==> config.mk <==
export PLATFORM = sky130hd
export DESIGN_NAME = hci_bank_responder
export DESIGN_NICKNAME = d
export VERILOG_FILES = /design/src/rtl/hci_bank_responder.sv
export SDC_FILE = /design/constraint.sdc
export NUM_CORES = 1
export LEC_CHECK = 0
export CORE_ASPECT_RATIO = 1.5
export CORE_MARGIN = 2
export CORE_UTILIZATION = 42
export DETAILED_ROUTE_END_ITERATION = 6
export PLACE_DENSITY = 0.82
export SLEW_MARGIN = 10
export SYNTH_ARGS = -nofsm -noshare
export SYNTH_HDL_FRONTEND = slang
export SYNTH_SLANG_ARGS = --single-unit
==> constraint.sdc <==
create_clock -name clk_i -period 2.5 [get_ports clk_i]
set_clock_uncertainty 0.2 [all_clocks]
set_input_delay 0.375 -clock clk_i [delete_from_list [all_inputs] [get_ports clk_i]]
set_output_delay 0.375 -clock clk_i [all_outputs]
set_load 0.1 [all_outputs]
==> src/rtl/hci_bank_responder.sv <==
// TCDM bank target for hci_core_intf: 1-cycle SRAM access with credit-gated grant
// and a small response FIFO that absorbs r_ready backpressure.
module hci_bank_responder #(
  parameter int unsigned AW                   = 32,
  parameter int unsigned DW                   = 32,
  parameter int unsigned IW                   = 8,
  parameter int unsigned USE_ECC              = 0,
  parameter int unsigned FILTER_WRITE_R_VALID = 0,
  parameter int unsigned RESP_DEPTH           = 2,
  localparam int unsigned BW                  = DW / 8,
  localparam int unsigned EW                  = (USE_ECC != 0) ? 7 : 1
) (
  input  logic               clk_i,
  input  logic               rst_ni,
  input  logic               clear_i,
  input  logic               tgt_req_i,
  output logic               tgt_gnt_o,
  input  logic [AW-1:0]      tgt_add_i,
  input  logic               tgt_wen_i,
  input  logic [BW-1:0]      tgt_be_i,
  input  logic [DW-1:0]      tgt_data_i,
  input  logic [EW-1:0]      tgt_ecc_i,
  input  logic [IW-1:0]      tgt_id_i,
  output logic               tgt_r_valid_o,
  input  logic               tgt_r_ready_i,
  output logic [DW-1:0]      tgt_r_data_o,
  output logic [EW-1:0]      tgt_r_ecc_o,
  output logic [IW-1:0]      tgt_r_id_o,
  output logic               mem_req_o,
  output logic               mem_we_o,
  output logic [AW-3:0]      mem_addr_o,
  output logic [BW-1:0]      mem_be_o,
  output logic [DW+EW-1:0]   mem_wdata_o,
  input  logic [DW+EW-1:0]   mem_rdata_i
);

  localparam int unsigned PW = (RESP_DEPTH > 1) ? $clog2(RESP_DEPTH) : 1;
  localparam int unsigned CW = $clog2(RESP_DEPTH + 1);

  typedef struct packed {
    logic [DW-1:0] data;
    logic [EW-1:0] ecc;
    logic [IW-1:0] id;
  } resp_t;

  logic          is_write_c;
  logic          needs_credit_c;
  logic          credit_ok_c;
  logic          gnt_c;
  logic          accept_c;

  logic          inflight_q, inflight_d;
  logic          inflight_we_q, inflight_we_d;
  logic [IW-1:0] inflight_id_q, inflight_id_d;
  logic [CW-1:0] cnt_q, cnt_d;
  logic [PW-1:0] wr_ptr_q, wr_ptr_d;
  logic [PW-1:0] rd_ptr_q, rd_ptr_d;
  resp_t         fifo_q [RESP_DEPTH];
  resp_t         fifo_d [RESP_DEPTH];

  resp_t         new_resp_c;
  resp_t         head_c;
  logic          r_valid_c;
  logic          push_c;
  logic          fifo_pop_c;
  logic          unused_c;

  function automatic logic [PW-1:0] ptr_inc(input logic [PW-1:0] p);
    return (p == PW'(RESP_DEPTH - 1)) ? '0 : p + PW'(1);
  endfunction

  // Request side: writes without a response need no credit when filtered.
  always_comb begin
    is_write_c     = ~tgt_wen_i & (|tgt_be_i);
    needs_credit_c = ~(is_write_c & (FILTER_WRITE_R_VALID != 0));
    credit_ok_c    = ((CW+1)'(cnt_q) + (CW+1)'(inflight_q)) < (CW+1)'(RESP_DEPTH);
    gnt_c          = tgt_req_i & ~clear_i & (credit_ok_c | ~needs_credit_c);
    accept_c       = tgt_req_i & gnt_c;
  end

  assign tgt_gnt_o   = gnt_c;
  assign mem_req_o   = accept_c;
  assign mem_we_o    = accept_c & is_write_c;
  assign mem_addr_o  = tgt_add_i[AW-1:2];
  assign mem_be_o    = tgt_be_i;
  assign mem_wdata_o = {tgt_data_i, tgt_ecc_i};
  assign unused_c    = ^tgt_add_i[1:0];

  // Response side: FIFO head has priority, otherwise the SRAM word bypasses.
  always_comb begin
    new_resp_c    = '0;
    new_resp_c.id = inflight_id_q;
    if (!inflight_we_q) begin
      new_resp_c.data = mem_rdata_i[DW+EW-1:EW];
      if (USE_ECC != 0) new_resp_c.ecc = mem_rdata_i[EW-1:0];
    end
    head_c     = (cnt_q != '0) ? fifo_q[rd_ptr_q] : new_resp_c;
    r_valid_c  = (cnt_q != '0) | inflight_q;
    fifo_pop_c = (cnt_q != '0) & tgt_r_ready_i;
    push_c     = inflight_q & ~((cnt_q == '0) & tgt_r_ready_i);
  end

  always_comb begin
    tgt_r_valid_o = r_valid_c;
    tgt_r_data_o  = '0;
    tgt_r_ecc_o   = '0;
    tgt_r_id_o    = '0;
    if (r_valid_c) begin
      tgt_r_data_o = head_c.data;
      tgt_r_ecc_o  = head_c.ecc;
      tgt_r_id_o   = head_c.id;
    end
  end

  // Next state for the inflight slot and the FIFO; clear overrides everything.
  always_comb begin
    inflight_d    = accept_c & needs_credit_c;
    inflight_we_d = inflight_we_q;
    inflight_id_d = inflight_id_q;
    cnt_d         = cnt_q;
    wr_ptr_d      = wr_ptr_q;
    rd_ptr_d      = rd_ptr_q;
    fifo_d        = fifo_q;

    if (accept_c) begin
      inflight_we_d = is_write_c;
      inflight_id_d = tgt_id_i;
    end
    if (push_c) begin
      fifo_d[wr_ptr_q] = new_resp_c;
      wr_ptr_d         = ptr_inc(wr_ptr_q);
    end
    if (fifo_pop_c) begin
      rd_ptr_d = ptr_inc(rd_ptr_q);
    end
    cnt_d = cnt_q + CW'(push_c) - CW'(fifo_pop_c);

    if (clear_i) begin
      inflight_d = 1'b0;
      cnt_d      = '0;
      wr_ptr_d   = '0;
      rd_ptr_d   = '0;
    end
  end

  always_ff @(posedge clk_i or negedge rst_ni) begin
    if (!rst_ni) begin
      inflight_q    <= 1'b0;
      inflight_we_q <= 1'b0;
      inflight_id_q <= '0;
      cnt_q         <= '0;
      wr_ptr_q      <= '0;
      rd_ptr_q      <= '0;
      for (int i = 0; i < int'(RESP_DEPTH); i++) fifo_q[i] <= '0;
    end else begin
      inflight_q    <= inflight_d;
      inflight_we_q <= inflight_we_d;
      inflight_id_q <= inflight_id_d;
      cnt_q         <= cnt_d;
      wr_ptr_q      <= wr_ptr_d;
      rd_ptr_q      <= rd_ptr_d;
      fifo_q        <= fifo_d;
    end
  end

endmodule

# Word-level counts from Yosys, hierarchy flattened
# Index checks and enable logic that the tools add are counted.
# totals
in_bits,116
out_inout_bits,112
reg_bits,96
# op_classes
addsub,5
order_cmp,4
n_mux,19
n_reduce_logical,6
n_bitwise,14
# ops
op,count
41-bit two-way mux,5
82-bit bitwise mux,1
32-bit two-way mux,2
41-bit demux with 1-bit select,1
1-bit bitwise AND,8
1-bit two-way mux,8
8-bit two-way mux,1
2-bit nonzero test,3
2-bit >= comparator (second input constant),2
1-bit inverter with 2-bit output,2
4-bit OR reduction,1
2-bit by 1-bit adder with 3-bit output,1
3-bit by 2-bit < comparator with 1-bit output (second input constant),1
1-bit inverter,3
1-bit adder (second input constant),2
2-bit by 1-bit adder with 2-bit output,1
2-bit logical NOT,1
2-bit by 1-bit < comparator with 1-bit output (second input constant),1
2-bit two-way mux,1
2-bit by 1-bit subtractor with 2-bit output,1
1-bit logical AND,1
1-bit bitwise OR,1

# Logic depth before layout (Yosys ltp)
# Gate-level depths: netlist of run 1.
# logic_depth
ltp_word,7
mapped_depth,9

# Worst setup path before layout of run 1
# OpenSTA, ideal clock, no wires.
# synth_path
path_type,reg2out
startpoint,register cnt_q[0]
endpoint,output tgt_r_data_o[10]
arrival_ps,3127
path_slack_ps,-1202
path_buffers,3
path_stages_with_launch,6
path_cell_list,dfrtp_1 > buf_2 > nor2_1 > clkbuf_1 > clkbuf_1 > o21ai_0
# synth_via
elab_chain_cells,3
# synth_lines
item,line,text
"start, declared",55,"logic [CW-1:0] cnt_q, cnt_d;"
"start signal, assigned",159,cnt_q <= cnt_d;
2-bit nonzero test (*),"97, 98",
41-bit two-way mux / 1-bit bitwise OR (equally long branches),"97, 98",
32-bit two-way mux (*),108,if (r_valid_c) begin
"end, declared",26,"output logic [DW-1:0] tgt_r_data_o,"
# Every way passes the cells marked *; elsewhere a longest branch is shown, timed or not.

# Final worst setup path of run 1
# layout_path
startpoint,register cnt_q[1]
endpoint,output mem_we_o
# layout_via
elab_chain_cells,5
# layout_lines
item,line,text
2-bit by 1-bit adder with 3-bit output,76,credit_ok_c = ((CW+1)'(cnt_q) + (CW+1)'(inflight_q)) < (CW+1)'(RESP_DEPTH);
3-bit by 2-bit < comparator with 1-bit output,76,
1-bit bitwise AND,77,gnt_c = tgt_req_i & ~clear_i & (credit_ok_c | ~needs_credit_c);
1-bit bitwise AND,78,accept_c = tgt_req_i & gnt_c;
1-bit bitwise AND,83,assign mem_we_o = accept_c & is_write_c;
"end, declared",30,"output logic mem_we_o,"
# Every way passes these cells.

==> results of run 1 <==
[routing by layer]
layer | vias up | global-route usage, % | wire length [um]
met4 | 0 | 10.6 | 427
met2 | 122 | 34.7 | 6330
met5 | - | 0 | 0
met3 | 55 | 4.67 | 665
met1 | 1723 | 21.4 | 4460
li1 | 1567 | - | -
[state kept, by name, summed over array words and instances (netlist names)]
name and flops:
inflight_q 1, rd_ptr_q 1, wr_ptr_q 1, cnt_q 2, inflight_id_q 8, inflight_we_q 1, fifo_q 80
[cells by family after synthesis]
logic type | Yosys count
AO/OA/AOI/OAI | 111
buffers and inverters | 103
flip-flops | 94
multiplexers | 64
AND/OR/NAND/NOR | 60
adder cells (fa/ha/maj) | 2
XOR/XNOR | 2
other | 1
[cells in the mapped netlist]
library cell	n	area share, %
nor4_2	1	0.26
nor3b_2	1	0.26
a22o_1	64	12
and2_1	1	0.13
clkbuf_1	17	1.3
nor2b_1	1	0.13
ha_1	2	0.52
or3_1	1	0.13
nor4b_2	2	0.62
buf_2	11	1.1
buf_4	71	11
or3b_1	1	0.18
mux2_1	10	2.3
mux2_2	14	3.3
nor4_1	1	0.13
conb_1	1	0.077
mux2i_1	40	8.3
nor3_1	2	0.21
xor2_1	2	0.36
dfrtp_1	94	49
a21oi_4	1	0.34
inv_1	4	0.31
or3b_2	1	0.18
o21ai_1	4	0.41
nand3_1	9	0.93
nand2_1	36	2.8
o21bai_1	1	0.16
o21ai_0	38	3.9
a21oi_1	3	0.31
nor2_1	3	0.23
[power groups by stage]
stage               clock, mW  combinational, mW  sequential, mW
floorplan                   0               4.64            2.50
global placement            0               6.13            2.60
detailed placement          0               6.23            2.67
CTS                      1.38               6.27            2.64
global route             1.44               6.51            2.74
finish                   1.35               6.26            2.65
[path summary, 6_finish.rpt]
kind                            cells after the start  startpoint         end
worst max-delay path                                3    cnt_q[1]    mem_we_o
worst min-delay path                                1  fifo_q[43]  fifo_q[43]
worst max register to register                      8    cnt_q[1]    cnt_q[1]
worst min register to register                      1  fifo_q[43]  fifo_q[43]
max in group asynchronous                           3      rst_ni  fifo_q[37]
min in group asynchronous                           2      rst_ni  fifo_q[17]
[stage by stage]
step	cells	worst slack, ns
final	628	0.0288
after floorplan	437	-0.485
after global routing	628	-0.0267
after CTS	624	0.0108
after global placement	607	0.00652
after detailed placement	607	-0.0694
[critical path: cells and delay by family, from the launching register on]
| kind | cells | cell delay [ns] |
|---|---|---|
| simple gates | 2 | 0.84 |
| flops | 1 | 0.49 |
| buf+inv | 1 | 0.22 |
[layout make-up]
type                            count  share of cell area, %
Clock inverter                      7                   1.14
Clock buffer                        9                   3.42
Sequential cell                    94                   35.8
Multi-Input combinational cell    240                   30.4
Timing Repair Buffer              124                   26.1
Inverter                            4                  0.228
Tap cell                          150                   2.85
[what timing repair did]
action,in CTS,in global routing
buffers inserted,0,2
endpoints found under the hold margin,38,0
endpoints found under the setup margin,12,12
pin swaps,0,3
gates cloned,0,2
hold buffers,1,0
gates resized for setup,5,8
==> results.md, run 1 <==
- Final hold slack: slightly below 0.3 ns
- Worst Max-Slew Pin Slew: approximately 0.50 ns
- Die Wd: 91.7 um
- Commonest non-fill, non-tap cell in the layout: dfrtp_1
- Synth Area in Compound Gates: approximately 17%
- Row cnt: 48
- # clock sinks: 94
- Core Region: about 11000 um^2
- Sequential area share after synthesis: 48.6%
- Maximum VDD drop: approximately 1.1 mV
- Static Leak: about 2.8 nW
- Vias: ~3500
- Gpl congestion: between 0.7 and 0.8
- Chip Height: 136 um
- Clock power frac: about an eighth
- Setup CP Type: reg2out
- Int Pwr: 5.39 mW
- Total CTS buffers: 9
- Multi-input logic area: 2000 um^2
- Post-route cell area: 6580 um^2
- Final WL: between 10000 and 15000 um
- Average size of a mapped cell: approximately 11 um^2
- Final worst-path cycle share: a little over nine tenths
- Grt ovf: 0
- TritonCTS clock tree: yes
- Worst slew margin: ~66%
- Drt drc: 0
- Antenna violations before repair: 0
- Clock Latency Late Sink: ~0.34 ns
- Syn_nets: approximately 560
- CP arrival: about 1.9 ns
- Final core occ: 57.9%
- Cell Pwr Density: approximately 1600 nW/um^2
- Vias/cell: between 5 and 6
- Initial Util: 42.7%
- Starting DRT DRC Count: 189
- Crit path capture type: primary output
- FILL cells: about 910
- Synth Register Bits: 94
- Multiplexer area fraction after synthesis: 13.8%
- Worst-path clk slew: 0.07 ns
- Post-Synth XOR/XNOR Area: less than 1%
- Cell Area, Synth: a little under 5000 um^2
- Max Clock Freq: between 400 and 500 MHz
- Synth-to-Final Area Change: 35.8%
- Routed Antenna Nets: 0
- I/O Buffers: 97
- All-Layer GR Usage: 19.6%
- Yosys warnings: 0
- Clock Tree Buf Depth: 2
- Switching power: approximately 5 mW
- Critical Path Start Type: flip-flop
- Synthesized netlist cell count: ~440
- DIE AREA: approximately 12000 um^2
- Power, Total: just over 10 mW
- Maxcap violations: 0
- Reg area: 2360 um^2
- Root Buffer: clkbuf_16
- Critical-path top delay cell: dfrtp_2
- Status: finished clean
- Sw Ratio: around 48%
- H-tree depth: 3
- Iteration count of the initial detailed-routing pass: 4
- DP HPWL: roughly 8300 um
- Largest family of logic cells by synthesized area: compound AO/OA/AOI/OAI gates
- Max incr delay on CP: ~0.49 ns
- Max-slew violation count: 0
- Final hold viol count: 0
- # IOs: 228
- Hold WC Path Type: reg2reg
- Setup Viol. Count Final: 0
- Layout cells sized above 1: 32.2%
- Largest net degree at the start of global routing: 45
- First-pass GRT wire length: around 19000 um
- Post-placement cell area: 6210 um^2
- Setup TNS: 0 ns
- Routed length per instance: between 15 and 20 um
- Critical Path RT: between 1.5 and 2 ns
- Crit-path max FO: 8
- Post-synthesis simple-gate area fraction: under 10%
- Final min period: 2.47 ns
- Commonest cells after routing, fill and taps aside: dfrtp_1 (90), a22o_1 (64), buf_12 (51)
- Comb power frac: about 61%
- Flop pwr share: roughly a quarter
- # diodes: 0
- RSZ-0062 raised after global routing: true
- Vias in the first global route: roughly 3800
- Yosys cell types: 30
- Worst-path cell chain: or3b_4 > nor4b_4 > buf_12
- Post-synthesis adder-cell area fraction: 0.517%
- R2R Setup Slk: around 0.27 ns
- Number of nets in the layout: a little under 600
Power figures use the tool's default switching activity.
==> run 2: changes to the inputs <==
CORE_UTILIZATION = 55   (was 42)
DONT_BUFFER_PORTS = 1   (was not set)
PLACE_DENSITY = 0.7   (was 0.82)
==> results.md, run 2 (synthesis results as in run 1) <==
- Status: finished, violations left
- Failing checks: negative hold slack
- Final core occ: between 70 and 80%
- Switching power: about 4.8 mW
- Critical Path Start Type: flip-flop
- Die Wd: around 81 um
- DP HPWL: slightly above 7000 um
- Sw Ratio: a little under half
- Largest net degree at the start of global routing: 95
- Total CTS buffers: 9
- FF-to-FF Start: cnt_q[0]
- Final worst-path cycle share: slightly below 100%
- Largest register FFs: 80
- # diodes: 0
- RSZ-0062 raised after global routing: false
- DIE AREA: ~9600 um^2
- Vias/cell: a little over 6
- # IOs: 228
- Reg2Reg Depth: 9
- Comb power frac: around three fifths
- Clock Tree Buf Depth: 2
- Min setup slack post-route: around 0.086 ns
- GR Util met2: a little over two fifths
- Reg2reg end: cnt_q[1]
- Clock Latency Late Sink: between 0.3 and 0.4 ns
- Crit path capture type: primary output
- Drt drc: 0
- Worst-path clk slew: around 0.060 ns
- Routed Antenna Nets: 0
- Routed length per instance: approximately 21 um
- First-pass GRT wire length: roughly 19000 um
- Number of nets in the layout: approximately 570
- Post-placement cell area: about 5400 um^2
- Non-filler cells, final: approximately 560
- Row cnt: 41
- TritonCTS clock tree: yes
- Vias in the first global route: ~3800
- Crit path buf inv count: 2
- Met1 GRT Util: between 30 and 40%
- Place WS: ~0.26 ns
- Antenna violations before repair: 0
- Largest regs: fifo_q (80), inflight_id_q (8), cnt_q (2)
- Max Clock Freq: slightly above 400 MHz
- H-tree depth: 3
- Maximum VDD drop: 1.41 mV
- Layout cells sized above 1: between 30% and 40%
- Gpl congestion: 0.819
- Commonest non-fill, non-tap cell in the layout: dfrtp_1
- Static Leak: about 2.6 nW
- Int Pwr: around 5.2 mW
- Critical Path RT: around 1.9 ns
- Final WL: 11600 um
- Core Region: around 8500 um^2
- GR peak layer: met2
- Chip Height: ~120 um
- CTS Hold Buffers Added: 41
- CP arrival: about 1.8 ns
- Post-route cell area: 6160 um^2
- Max-slew violation count: 0
- Worst slew margin: between 60% and 70%
- R2R Setup Slk: approximately 0.26 ns
- Grt met3 use: under 10%
- I/O Buffers: 0
- Synth-to-Final Area Change: 27.2%
- Vias: 3419
- Final min period: 2.41 ns
- Root Buffer: clkbuf_16
- Setup CP Type: reg2out
- Commonest cells after routing, fill and taps aside: dfrtp_1 (91), a22o_1 (64), dlygate4sd3_1 (41)
- Hold WC Path Type: in2async
- Grt ovf: 0
- Initial Util: 57.2%
- Worst Max-Slew Pin Slew: ~0.56 ns
- Flop pwr share: 26.4%
- Maxcap violations: 0
- All-Layer GR Usage: approximately a quarter
- Starting DRT DRC Count: approximately 260
- Crit-path max FO: 32
- Max incr delay on CP: between 0.4 and 0.5 ns
- Final hold viol count: 94
- Clock power frac: between 10% and 20%
- Worst-path cell chain: nor4b_4 > buf_12 > nand2_1 > o21ai_2 > buf_6
- Setup Viol. Count Final: 0
- Worst path top cell family by delay: buffers and inverters
- Critical-path top delay cell: dfrtp_2
- Iteration count of the initial detailed-routing pass: 4
- Biggest register: fifo_q
- # clock sinks: 94
- Cell count after placement: 502
- Final hold slack: -0.484 ns
- Cell Pwr Density: 1620 nW/um^2
## run 2: cell count changes in the layout (fill, tap and decap cells not counted), moves of 7 or more
cell,delta
buf_12,-14
buf_4,-8
dlygate4sd3_1,+40
o21ai_1,-7
buf_6,+7
clkdlybuf4s50_1,-48
o21ai_2,+7
## run 2: metal layers
layer	wire, um	vias up
met3	769	59
met1	4550	1724
met5	0	-
li1	-	1513
met2	5880	123
met4	356	0
## run 2: area by class of cell
type | count | area (um^2)
flip-flops and latches | 94 | 2360
fillers | 564 | 2300
multi-input cells | 240 | 2030
repair buffers | 99 | 1340
clock buffers | 11 | 243
well taps | 107 | 134
clock inverters | 4 | 47.5
inverters | 4 | 15.0
## run 2: stage by stage
stage               TNS (ns)  power [mW]
floorplan              -4.86        7.14
global placement           0        8.44
detailed placement         0        8.54
CTS                        0        10.0
global route               0        10.4
finish                     0        9.99
## run 2: how the worst max path moves through the flow
stage	slack, ns	end	from	cells past startpoint
5_1_grt	0.005	tgt_r_data_o[19]	cnt_q[1]	5
2_1_floorplan	-0.49	tgt_r_data_o[10]	cnt_q[0]	5
4_1_cts	0.0009	tgt_r_data_o[15]	cnt_q[1]	5
6_report	0.09	tgt_r_data_o[19]	cnt_q[1]	5
3_3_place_gp	0.27	tgt_gnt_o	cnt_q[1]	3
3_5_place_dp	0.26	cnt_q[1]	cnt_q[0]	9
## run 2: power groups by stage
stage | Combinational, mW | Sequential (mW) | Clock (mW)
2_1_floorplan | 4.64 | 2.50 | 0
3_3_place_gp | 5.83 | 2.61 | 0
3_5_place_dp | 5.88 | 2.66 | 0
4_1_cts | 5.99 | 2.63 | 1.37
5_1_grt | 6.25 | 2.72 | 1.43
6_report | 6.00 | 2.64 | 1.35
## run 2: what timing repair did
action,4_1_cts,5_1_grt
hold endpoints to repair,170,94
cloned,0,0
buffers inserted,1,0
setup endpoints to repair,11,15
gates resized for setup,4,8
==> run 3: changes to the inputs <==
PLACE_DENSITY = 0.73   (was 0.7)
SLEW_MARGIN = 20   (was 10)
clock period = 2.16 ns   (was 2.5 ns; I/O delays follow)
==> results.md, run 3 (synthesis results as in run 1) <==
- Min setup slack post-route: -0.418 ns
- Final hold viol count: between 90 and 100
- Row cnt: a little over 40
- Commonest cells after routing, fill and taps aside: dfrtp_1 (93), a22o_1 (64), buf_12 (59)
- I/O Buffers: 0
- Final core occ: between 90 and 100%
- Worst Max-Slew Pin Slew: 0.529 ns
- # clock sinks: between 90 and 100
- Failing checks: negative hold slack, negative setup slack
- Total CTS buffers: 9
- Layout cells sized above 1: 48.9%
- Number of nets in the layout: 612
- Static Leak: 3.42 nW
- Final hold slack: -0.536 ns
- H-tree depth: 3
- DP HPWL: 7860 um
- Worst-path clk slew: 0.07 ns
- TritonCTS clock tree: yes
- Routed Antenna Nets: 0
- CTS Hold Buffers Added: 41
- Top cell by count, worst path: buf_6
- Maxcap violations: 0
- Commonest non-fill, non-tap cell in the layout: dfrtp_1
- Starting DRT DRC Count: about 370
- Largest net degree at the start of global routing: 95
- Worst path top cell family by delay: buffers and inverters
- Routed length per instance: approximately 32 um
- Maximum VDD drop: 1.54 mV
- # IOs: about 230
- Gpl congestion: approximately 0.75
- Max-slew violation count: 0
- Final min period: about 2.6 ns
- Core Region: 8460 um^2
- Max Clock Freq: between 300 and 400 MHz
- Status: finished, violations left
- Biggest register: fifo_q
- RSZ-0062 raised after global routing: true
- Setup Viol. Count Final: 108
- Grt ovf: 0
- Hold WC Path Type: in2async
- CP arrival: around 2 ns
- Initial Util: a little under three fifths
- Final WL: 19200 um
- Critical Path Start Type: flip-flop
- Die Wd: ~81 um
- Largest register FFs: 80
- Chip Height: about 120 um
- Root Buffer: clkbuf_16
- Worst slew margin: 64.4%
- Clock Latency Late Sink: 0.35 ns
- Crit path buf inv count: 4
- Vias: between 4000 and 5000
- Cell Pwr Density: roughly 1900 nW/um^2
- Setup CP Type: reg2out
- Vias in the first global route: between 4000 and 5000
- Critical-path top delay cell: dfrtp_1
- Worst-path cell chain: buf_6 > nor4b_4 > buf_4 > buf_6 > nand2_2 > o21ai_4 > buf_12
- Vias/cell: roughly 7
- Crit-path max FO: 8
- Critical Path RT: roughly 1.6 ns
- Synth-to-Final Area Change: 61.5%
- Antenna violations before repair: 0
- Iteration count of the initial detailed-routing pass: 6
- Final worst-path cycle share: 119%
- Max incr delay on CP: around 0.4 ns
- Largest regs: fifo_q (80), inflight_id_q (8), cnt_q (2)
- DIE AREA: roughly 9600 um^2
- First-pass GRT wire length: between 20000 and 25000 um
- All-Layer GR Usage: between 30% and 40%
- # diodes: 0
- Drt drc: 0
- Crit path capture type: primary output
- Clock Tree Buf Depth: 2
run 3: changes by cell type in the layout (fill, tap and decap cells not counted), sizes merged:
cell	change
clkinvlp	-1
clkbuf	+3
buf	+43
clkinv	-1
inv	+1
bufinv	+2
run 3: through the flow:
| step | power (mW) | instance area (um^2) | setup slack [ns] | TNS [ns] | instances |
|---|---|---|---|---|---|
| 2_1_floorplan | 8.98 | 5360 | -0.362 | -2.08 | 437 |
| 3_3_place_gp | 10.8 | 6010 | 0.0925 | 0 | 512 |
| 3_5_place_dp | 11.0 | 6010 | 0.000449 | 0 | 512 |
| 4_1_cts | 13.8 | 7380 | -0.255 | -9.56 | 590 |
| 5_1_grt | 15.3 | 7820 | -0.435 | -19.07 | 606 |
| 6_report | 15.0 | 7820 | -0.418 | -16.69 | 606 |
run 3: timing repair:
item,in CTS,in global routing
gates cloned,7,3
endpoints found under the setup margin,44,94
setup buffers,14,17
gates resized for setup,76,67
pin swaps,17,46
endpoints found under the hold margin,170,94
run 3: power by group:
group | internal [mW] | switching [mW] | leakage (nW) | total [mW]
combinational | 4.11 | 5.70 | 2.05 | 9.81
sequential | 2.55 | 0.725 | 1.19 | 3.27
clock | 1.20 | 0.718 | 0.176 | 1.92
run 3: layout make-up:
| class | instances | area [um^2] |
|---|---|---|
| Multi-Input combinational cell | 240 | 2800 |
| Sequential cell | 94 | 2350 |
| Timing Repair Buffer | 145 | 2160 |
| Fill cell | 252 | 642 |
| Clock buffer | 11 | 253 |
| Tap cell | 107 | 134 |
| Clock inverter | 5 | 104 |
| Inverter | 4 | 17.5 |
run 3: per-layer routing:
layer	part of all wire [%]	up-vias	routed length [um]	track usage, %
li1	-	1619	-	-
met1	35	2095	6640	36.6
met2	52	298	9910	58.2
met3	7.1	117	1370	6.74
met4	6.8	0	1300	15.8
met5	0	-	0	0
run 3: final timing paths:
check,slack (ns),depth (start not counted),endpoint,start
min in group clk_i,0.18,3,inflight_we_q,tgt_wen_i
worst min register to register,0.31,1,fifo_q[5],fifo_q[5]
worst max register to register,-0.13,9,fifo_q[43],cnt_q[1]
max in group asynchronous,2.13,0,fifo_q[56],rst_ni
worst min-delay path,-0.54,0,fifo_q[20],rst_ni
worst max-delay path,-0.42,7,tgt_r_data_o[23],cnt_q[1]
